### src/rtl/calc_pkg.sv
// Shared definitions for the calculator key sequencer: key codes, ALU op
// encodings, FSM states and result limits.
package calc_pkg;

   localparam logic [3:0] KEY_ADD = 4'd10;
   localparam logic [3:0] KEY_SUB = 4'd11;
   localparam logic [3:0] KEY_MUL = 4'd12;
   localparam logic [3:0] KEY_EQ  = 4'd13;
   localparam logic [3:0] KEY_CE  = 4'd14;
   localparam logic [3:0] KEY_AC  = 4'd15;

   localparam logic [1:0] OP_ADD = 2'b00;
   localparam logic [1:0] OP_SUB = 2'b01;
   localparam logic [1:0] OP_MUL = 2'b10;

   localparam int RES_MAX_DEFAULT = 9999;
   localparam int ENTRY_W         = 10;

   typedef enum logic [2:0] {
      ENTER_A,
      OP_WAIT,
      ENTER_B,
      CALC,
      SHOW,
      ERR
   } state_t;

   function automatic logic is_digit(input logic [3:0] k);
      return k <= 4'd9;
   endfunction

   function automatic logic is_op(input logic [3:0] k);
      return (k == KEY_ADD) || (k == KEY_SUB) || (k == KEY_MUL);
   endfunction

   function automatic logic [1:0] key_to_op(input logic [3:0] k);
      case (k)
         KEY_SUB: return OP_SUB;
         KEY_MUL: return OP_MUL;
         default: return OP_ADD;
      endcase
   endfunction

endpackage

### src/rtl/calc_digit_entry.sv
// BCD entry shifter: holds up to DIGITS decimal digits, newest digit least
// significant, and presents both the current and next binary value.
module calc_digit_entry
   import calc_pkg::*;
#(
   parameter int DIGITS = 3,
   parameter int VAL_W  = ENTRY_W
) (
   input  logic             clk,
   input  logic             reset,
   input  logic             clear,
   input  logic             shift,
   input  logic             load_first,
   input  logic [3:0]       digit,
   output logic [VAL_W-1:0] value,
   output logic [VAL_W-1:0] value_next
);

   localparam int CNT_W = $clog2(DIGITS + 1);

   logic [4*DIGITS-1:0] digs, digs_n;
   logic [CNT_W-1:0]    cnt, cnt_n;

   function automatic logic [VAL_W-1:0] to_bin(input logic [4*DIGITS-1:0] d);
      logic [VAL_W-1:0] acc;
      acc = '0;
      for (int i = DIGITS - 1; i >= 0; i--) begin
         acc = (acc * VAL_W'(10)) + VAL_W'(d[4*i +: 4]);
      end
      return acc;
   endfunction

   always_comb begin
      digs_n = digs;
      cnt_n  = cnt;
      if (clear) begin
         digs_n = '0;
         cnt_n  = '0;
      end else if (load_first) begin
         digs_n      = '0;
         digs_n[3:0] = digit;
         cnt_n       = CNT_W'(1);
      end else if (shift && (cnt < CNT_W'(DIGITS))) begin
         // A full entry saturates: extra digits are dropped rather than wrapped.
         digs_n = {digs[4*(DIGITS-1)-1:0], digit};
         cnt_n  = cnt + CNT_W'(1);
      end
   end

   always_ff @(posedge clk) begin
      if (reset) begin
         digs <= '0;
         cnt  <= '0;
      end else begin
         digs <= digs_n;
         cnt  <= cnt_n;
      end
   end

   assign value      = to_bin(digs);
   assign value_next = to_bin(digs_n);

endmodule

### src/rtl/calc_key_sequencer.sv
// Calculator keypad sequencer: builds operands, runs one ALU operation per
// '=' and drives the display. Optional chaining via CALC_CHAIN_EN.
//
//   state   | meaning
//   --------+-----------------------------------------------
//   ENTER_A | entering first operand
//   OP_WAIT | operator chosen, waiting for first B digit
//   ENTER_B | entering second operand
//   CALC    | ALU running, keys dropped
//   SHOW    | result displayed
//   ERR     | error displayed, only CE/AC leave
module calc_key_sequencer
   import calc_pkg::*;
#(
   parameter int DIGITS  = 3,
   parameter int RES_MAX = RES_MAX_DEFAULT
) (
   input  logic        clk,
   input  logic        reset,
   input  logic        key_valid,
   input  logic [3:0]  key_code,
   output logic        alu_start,
   output logic [1:0]  alu_op,
   output logic [13:0] alu_a,
   output logic [9:0]  alu_b,
   input  logic        alu_done,
   input  logic [19:0] alu_result,
   output logic [13:0] disp_value,
   output logic        disp_err,
   output logic        busy
);

   localparam logic [19:0] RES_LIMIT = 20'(RES_MAX);

   state_t       state, state_n;
   logic [13:0]  a_reg, a_n;
   logic [9:0]   b_reg, b_n;
   logic [1:0]   op_reg, op_n;
   logic [13:0]  result, result_n;
   logic         start_n, err_n, busy_n;
   logic [13:0]  disp_n;
   logic         ent_clear, ent_shift, ent_load, full_clear;
   logic [ENTRY_W-1:0] ent_value, ent_next;
   logic [13:0]  ent_ext;
   logic         chain_key;

`ifdef CALC_CHAIN_EN
   logic         pend, pend_n;
   logic [1:0]   pend_op, pend_op_n;
   assign chain_key = is_op(key_code);
`else
   assign chain_key = 1'b0;
`endif

   assign ent_ext = {{(14 - ENTRY_W){1'b0}}, ent_value};

   calc_digit_entry #(
      .DIGITS (DIGITS),
      .VAL_W  (ENTRY_W)
   ) u_entry (
      .clk        (clk),
      .reset      (reset),
      .clear      (ent_clear),
      .shift      (ent_shift),
      .load_first (ent_load),
      .digit      (key_code),
      .value      (ent_value),
      .value_next (ent_next)
   );

   always_comb begin
      state_n    = state;
      a_n        = a_reg;
      b_n        = b_reg;
      op_n       = op_reg;
      result_n   = result;
      start_n    = 1'b0;
      ent_clear  = 1'b0;
      ent_shift  = 1'b0;
      ent_load   = 1'b0;
      full_clear = 1'b0;
`ifdef CALC_CHAIN_EN
      pend_n    = pend;
      pend_op_n = pend_op;
`endif

      if (state == CALC) begin
         if (alu_done) begin
            if (alu_result > RES_LIMIT) begin
               state_n = ERR;
`ifdef CALC_CHAIN_EN
               pend_n = 1'b0;
`endif
            end else begin
               result_n = alu_result[13:0];
               state_n  = SHOW;
`ifdef CALC_CHAIN_EN
               if (pend) begin
                  state_n = OP_WAIT;
                  a_n     = alu_result[13:0];
                  op_n    = pend_op;
                  pend_n  = 1'b0;
               end
`endif
            end
         end
      end else if (key_valid) begin
         if (key_code == KEY_AC) begin
            full_clear = 1'b1;
         end else begin
            case (state)
               ENTER_A: begin
                  if (is_digit(key_code)) begin
                     ent_shift = 1'b1;
                  end else if (is_op(key_code)) begin
                     a_n       = ent_ext;
                     op_n      = key_to_op(key_code);
                     ent_clear = 1'b1;
                     state_n   = OP_WAIT;
                  end else if (key_code == KEY_CE) begin
                     ent_clear = 1'b1;
                  end
               end
               OP_WAIT: begin
                  if (is_op(key_code)) begin
                     op_n = key_to_op(key_code);
                  end else if (is_digit(key_code)) begin
                     ent_load = 1'b1;
                     state_n  = ENTER_B;
                  end
               end
               ENTER_B: begin
                  if (is_digit(key_code)) begin
                     ent_shift = 1'b1;
                  end else if (key_code == KEY_CE) begin
                     ent_clear = 1'b1;
                  end else if ((key_code == KEY_EQ) || chain_key) begin
                     b_n = ent_value;
                     // Subtraction below zero is refused before the ALU is touched.
                     if ((op_reg == OP_SUB) && (ent_ext > a_reg)) begin
                        state_n = ERR;
                     end else begin
                        state_n = CALC;
                        start_n = 1'b1;
`ifdef CALC_CHAIN_EN
                        if (chain_key) begin
                           pend_n    = 1'b1;
                           pend_op_n = key_to_op(key_code);
                        end
`endif
                     end
                  end
               end
               SHOW: begin
                  if (is_digit(key_code)) begin
                     ent_load = 1'b1;
                     state_n  = ENTER_A;
                  end else if (is_op(key_code)) begin
                     a_n       = result;
                     op_n      = key_to_op(key_code);
                     ent_clear = 1'b1;
                     state_n   = OP_WAIT;
                  end else if (key_code == KEY_EQ) begin
                     a_n     = result;
                     state_n = CALC;
                     start_n = 1'b1;
                  end else if (key_code == KEY_CE) begin
                     full_clear = 1'b1;
                  end
               end
               ERR: begin
                  if (key_code == KEY_CE) full_clear = 1'b1;
               end
               default: ;
            endcase
         end
      end

      if (full_clear) begin
         state_n   = ENTER_A;
         a_n       = '0;
         b_n       = '0;
         op_n      = OP_ADD;
         result_n  = '0;
         start_n   = 1'b0;
         ent_clear = 1'b1;
         ent_shift = 1'b0;
         ent_load  = 1'b0;
`ifdef CALC_CHAIN_EN
         pend_n    = 1'b0;
         pend_op_n = OP_ADD;
`endif
      end

      // Display registers track what the next state will present.
      case (state_n)
         ENTER_A, ENTER_B: disp_n = {{(14 - ENTRY_W){1'b0}}, ent_next};
         OP_WAIT:          disp_n = a_n;
         CALC:             disp_n = disp_value;
         SHOW:             disp_n = result_n;
         default:          disp_n = '0;
      endcase
      err_n  = (state_n == ERR);
      busy_n = (state_n == CALC);
   end

   always_ff @(posedge clk) begin
      if (reset) begin
         state      <= ENTER_A;
         a_reg      <= '0;
         b_reg      <= '0;
         op_reg     <= OP_ADD;
         result     <= '0;
         alu_start  <= 1'b0;
         disp_value <= '0;
         disp_err   <= 1'b0;
         busy       <= 1'b0;
`ifdef CALC_CHAIN_EN
         pend       <= 1'b0;
         pend_op    <= OP_ADD;
`endif
      end else begin
         state      <= state_n;
         a_reg      <= a_n;
         b_reg      <= b_n;
         op_reg     <= op_n;
         result     <= result_n;
         alu_start  <= start_n;
         disp_value <= disp_n;
         disp_err   <= err_n;
         busy       <= busy_n;
`ifdef CALC_CHAIN_EN
         pend       <= pend_n;
         pend_op    <= pend_op_n;
`endif
      end
   end

   assign alu_a  = a_reg;
   assign alu_b  = b_reg;
   assign alu_op = op_reg;

endmodule

### config.mk
export PLATFORM = sky130hd
export DESIGN_NAME = calc_key_sequencer
export DESIGN_NICKNAME = d
export VERILOG_FILES = /design/src/rtl/calc_pkg.sv /design/src/rtl/calc_digit_entry.sv /design/src/rtl/calc_key_sequencer.sv
export SDC_FILE = /design/constraint.sdc
export NUM_CORES = 1
export LEC_CHECK = 0
export ABC_AREA = 1
export CAP_MARGIN = 10
export CORE_MARGIN = 5
export CORE_UTILIZATION = 51
export CTS_CLUSTER_SIZE = 10
export DETAILED_ROUTE_END_ITERATION = 6
export PLACE_DENSITY = 0.77
export REMOVE_ABC_BUFFERS = 1
export SYNTH_ARGS = -nofsm -noshare
export SYNTH_HDL_FRONTEND = slang
export SYNTH_SLANG_ARGS = --single-unit
### constraint.sdc
create_clock -name clk -period 5 [get_ports clk]
set_input_delay 1 -clock clk [delete_from_list [all_inputs] [get_ports clk]]
set_output_delay 1 -clock clk [all_outputs]
set_load 0.01 [all_outputs]
==> impl_metrics.py, run 1 <==
metrics = {
    "status": {
        "outcome": "complete, no violations",
    },
    "synth": {
        "synth.cell_area_um2": 5710,
        "synthTopCellsByArea": "sky130_fd_sc_hd__dfxtp_1 (26%), sky130_fd_sc_hd__nand2_1 (12%), sky130_fd_sc_hd__ha_1 (12%), sky130_fd_sc_hd__inv_1 (8.3%), sky130_fd_sc_hd__nor2_1 (6.7%)",
        "syn_inst": 843,
        "synth_seq_area_share_pct": 25.9,
        "synthMostInstantiatedCell": "sky130_fd_sc_hd__nand2_1",
        "postSynthAreaPerCell_um2": 6.78,
        "netlist_top_cells_count": "sky130_fd_sc_hd__nand2_1 (189), sky130_fd_sc_hd__inv_1 (127), sky130_fd_sc_hd__nor2_1 (102), sky130_fd_sc_hd__dfxtp_1 (74), sky130_fd_sc_hd__ha_1 (53)",
        "yosysTopAreaCell": "sky130_fd_sc_hd__dfxtp_1",
        "yosys_warnings": 0,
        "yosysUniqueCellTypes": 48,
        "synth_top_cell_area_share_pct": 25.9,
        "synthArstFlopShare_pct": 0,
        "ys_ff_latch": 74,
        "yosys_most_used_dff": "sky130_fd_sc_hd__dfxtp_1",
        "synth_enable_flop_cells": 0,
    },
    "run": {
        "max-cap-violations": 0,
    },
    "critical_path": {
        "cpPeakStageDelay_ns": 0.51,
        "type_of_the_setup_path_with_the_least_slack": "reg -> reg",
        "worstPathArrival_ns": 5.23,
        "cp.buffers_inverters": 6,
        "critical_path.startpoint": "u_entry.digs[11]$_SDFF_PP0_",
        "worstSetupEndpointType": "flip-flop",
        "largest_fanout_on_the_critical_path": 7,
        "crit_slowest_cell": "sky130_fd_sc_hd__fa_1",
        "cp_top_family": "adder cells",
        "timing.critical_path.mode_cell": "sky130_fd_sc_hd__nand2_1",
        "worst_setup_path_start_kind": "flip-flop",
        "rr_startpoint": "u_entry.digs[11]$_SDFF_PP0_",
        "timing.critical_path.required_ns": 5.32,
    },
    "clock_tree": {
        "cts_root_buffer": "sky130_fd_sc_hd__clkbuf_8",
        "worst_skew_pair.late_latency_ns": 0.37,
        "clk_pin_slew_ns": 0.08,
        "cts_num_sinks": 74,
        "numCtsBuffers": 9,
        "h_tree_depth": 3,
        "clockBufferDepth": 2,
        "cts_tree": "built",
    },
    "sta": {
        "setup_viol": 0,
        "rsz_0062_raised_after_global_routing": "yes",
        "setup-tns-final_ns": 0,
        "final.setup_skew_ns": 0.0150,
        "tightest_slew_ns": 1.08,
        "timing_hold_violations_final": 0,
        "maxSlewViolCount": 0,
        "fin_hold_ws_ns": 0.453,
        "period_needed_ns": 4.92,
        "period_share_pct": 98.4,
        "maximum_clock_frequency_mhz": 203,
        "slew_headroom_pct": 28.0,
    },
    "cells_and_area": {
        "final_nets": 1091,
        "final-instance-count-excl-fill": 1147,
        "synthToLayoutAreaGrowth_pct": 39.6,
        "final_layout_size_suffix_gt1_share_pct": 26.6,
        "antenna_cells": 0,
    },
    "detailed_routing": {
        "via_per_inst": 5.27,
        "avgRoutedWirePerCell_um": 15.5,
        "postRouteWirelength_um": 17800,
        "drt_first_iter_violations": 516,
        "drt_pre_antenna_iters": 6,
        "route.vias.total": 6044,
        "drc": 0,
        "detail-route-antenna-nets": 0,
    },
    "pwr": {
        "worst_ir_drop_vdd_v": 0.000233,
        "total_leakage_power_uw": 0.00377,
        "p_per_area_nw_per_um2": 250,
        "design_power_total_uw": 2000,
    },
    "global_route": {
        "grt_antenna_before_repair": 0,
        "grt_first_pass_wirelength_um": 27300,
        "grt_pass1_vias": 5797,
        "grt_start_max_net_pins": 24,
        "grt.overflow.total": 0,
        "grt.total_usage_pct": 25.7,
    },
    "die": {
        "chipWidth_um": 116,
        "die_height_um": 116,
        "core-area_um2": 10900,
        "rows": 38,
        "fp.dieArea_um2": 13400,
        "design.portCount": 71,
        "initial_utilization_pct": 52.5,
    },
    "worst_hold_path": {
        "worstHoldStart": "disp_value[4]$_SDFFE_PP0N_",
        "hold_path_class": "reg -> reg",
    },
    "place": {
        "place_congestion": 0.950,
        "number_of_port_buffers": 70,
        "post-dp-hpwl_um": 13300,
        "number_of_placed_instances_with_taps_included": 1119,
    },
}
## flip-flops by register name, summed over array words and instances (netlist names), 2 cells and up
register	flops
result	14
alu_a	14
u_entry.cnt	2
state	3
u_entry.digs	12
alu_op	2
disp_value	14
alu_b	10
## what timing repair did
item,in CTS,in global routing
gates resized for setup,34,113
cloned,0,1
setup endpoints to repair,16,17
buffers inserted,1,10
pin swaps,11,53
hold buffers,0,0
## per-layer routing
layer,wire length [um],part of all wire (%),vias up,global-route usage [%]
met5,0,0,-,0
met4,422,2.4,0,8.28
met3,1320,7.4,30,5.12
met2,8740,49,212,43.2
met1,7320,41,2771,33.2
li1,-,-,3031,-
## where the power goes
group | switching (uW) | internal (uW) | total [uW] | leakage, uW
clock network | 256 | 240 | 496 | 0.000106
registers | 31.2 | 624 | 655 | 0.000602
logic | 460 | 385 | 845 | 0.00306
## worst register-to-register path: cells and delay by family, from the launching register on
family / cells / cell delay (ns)
xor+xnor: 2 / 0.37
fa+ha+maj: 6 / 1.80
simple gates: 18 / 1.58
buf+inv: 6 / 0.77
flops: 1 / 0.34
## cell type report
| type | instances | area [um^2] |
|---|---|---|
| clock buffer | 9 | 124 |
| clock inverter | 7 | 85.1 |
| fill | 820 | 2910 |
| inverter | 140 | 537 |
| multi-input combinational | 612 | 4120 |
| sequential | 74 | 1490 |
| tap | 140 | 175 |
| timing repair buffer | 165 | 1450 |
## cells in the final DEF, fill, tap and decap left out, drive strengths merged, types with 2 or more instances in the layout
master / count
a211oi: 2
a21oi: 36
a22oi: 2
buf: 95
clkbuf: 12
clkdlybuf4s50: 65
clkinv: 4
dfxtp: 74
fa: 8
ha: 53
inv: 142
nand2: 199
nand3: 47
nand3b: 2
nand4: 9
nor2: 111
nor3: 17
nor4: 4
o211ai: 15
o21ai: 56
o21bai: 5
o221ai: 4
o22ai: 9
or2: 11
xnor2: 6
xor2: 10
## per-stage QoR
stage | worst slack, ns | util (%) | cell area [um^2]
after global routing | -0.185 | 73.3 | 7980
after global placement | -0.644 | 65.3 | 7110
final | 0.0811 | 73.3 | 7980
after CTS | 0.00353 | 68.6 | 7470
after floorplan | -0.264 | - | 5600
after detailed placement | -0.784 | 65.3 | 7110
## worst paths after layout
| kind | slack (ns) | cells after the start | end |
|---|---|---|---|
| setup / recovery | 0.08 | 32 | disp_value[8]$_SDFFE_PP0N_ |
| hold / removal | 0.45 | 2 | disp_value[4]$_SDFFE_PP0N_ |
| setup reg to reg | 0.08 | 32 | disp_value[8]$_SDFFE_PP0N_ |
| hold reg to reg | 0.45 | 2 | disp_value[4]$_SDFFE_PP0N_ |
## cells by family (layout without fill, tap and decap cells)
group	count (synthesis)	count (layout)	synth area share, %
buf+inv	157	321	11.3
compound gates	134	134	14.1
flops	74	74	25.9
fa+ha+maj	61	61	14.4
xor+xnor	16	16	2.45
simple gates	401	401	31.9
(Power assumes the default switching activity.)
==> run 2: changes to the inputs <==
- CAP_MARGIN: 10 -> not set
==> results of run 2 <==
Final layout, timing and power as in run 1 (identical DEF).
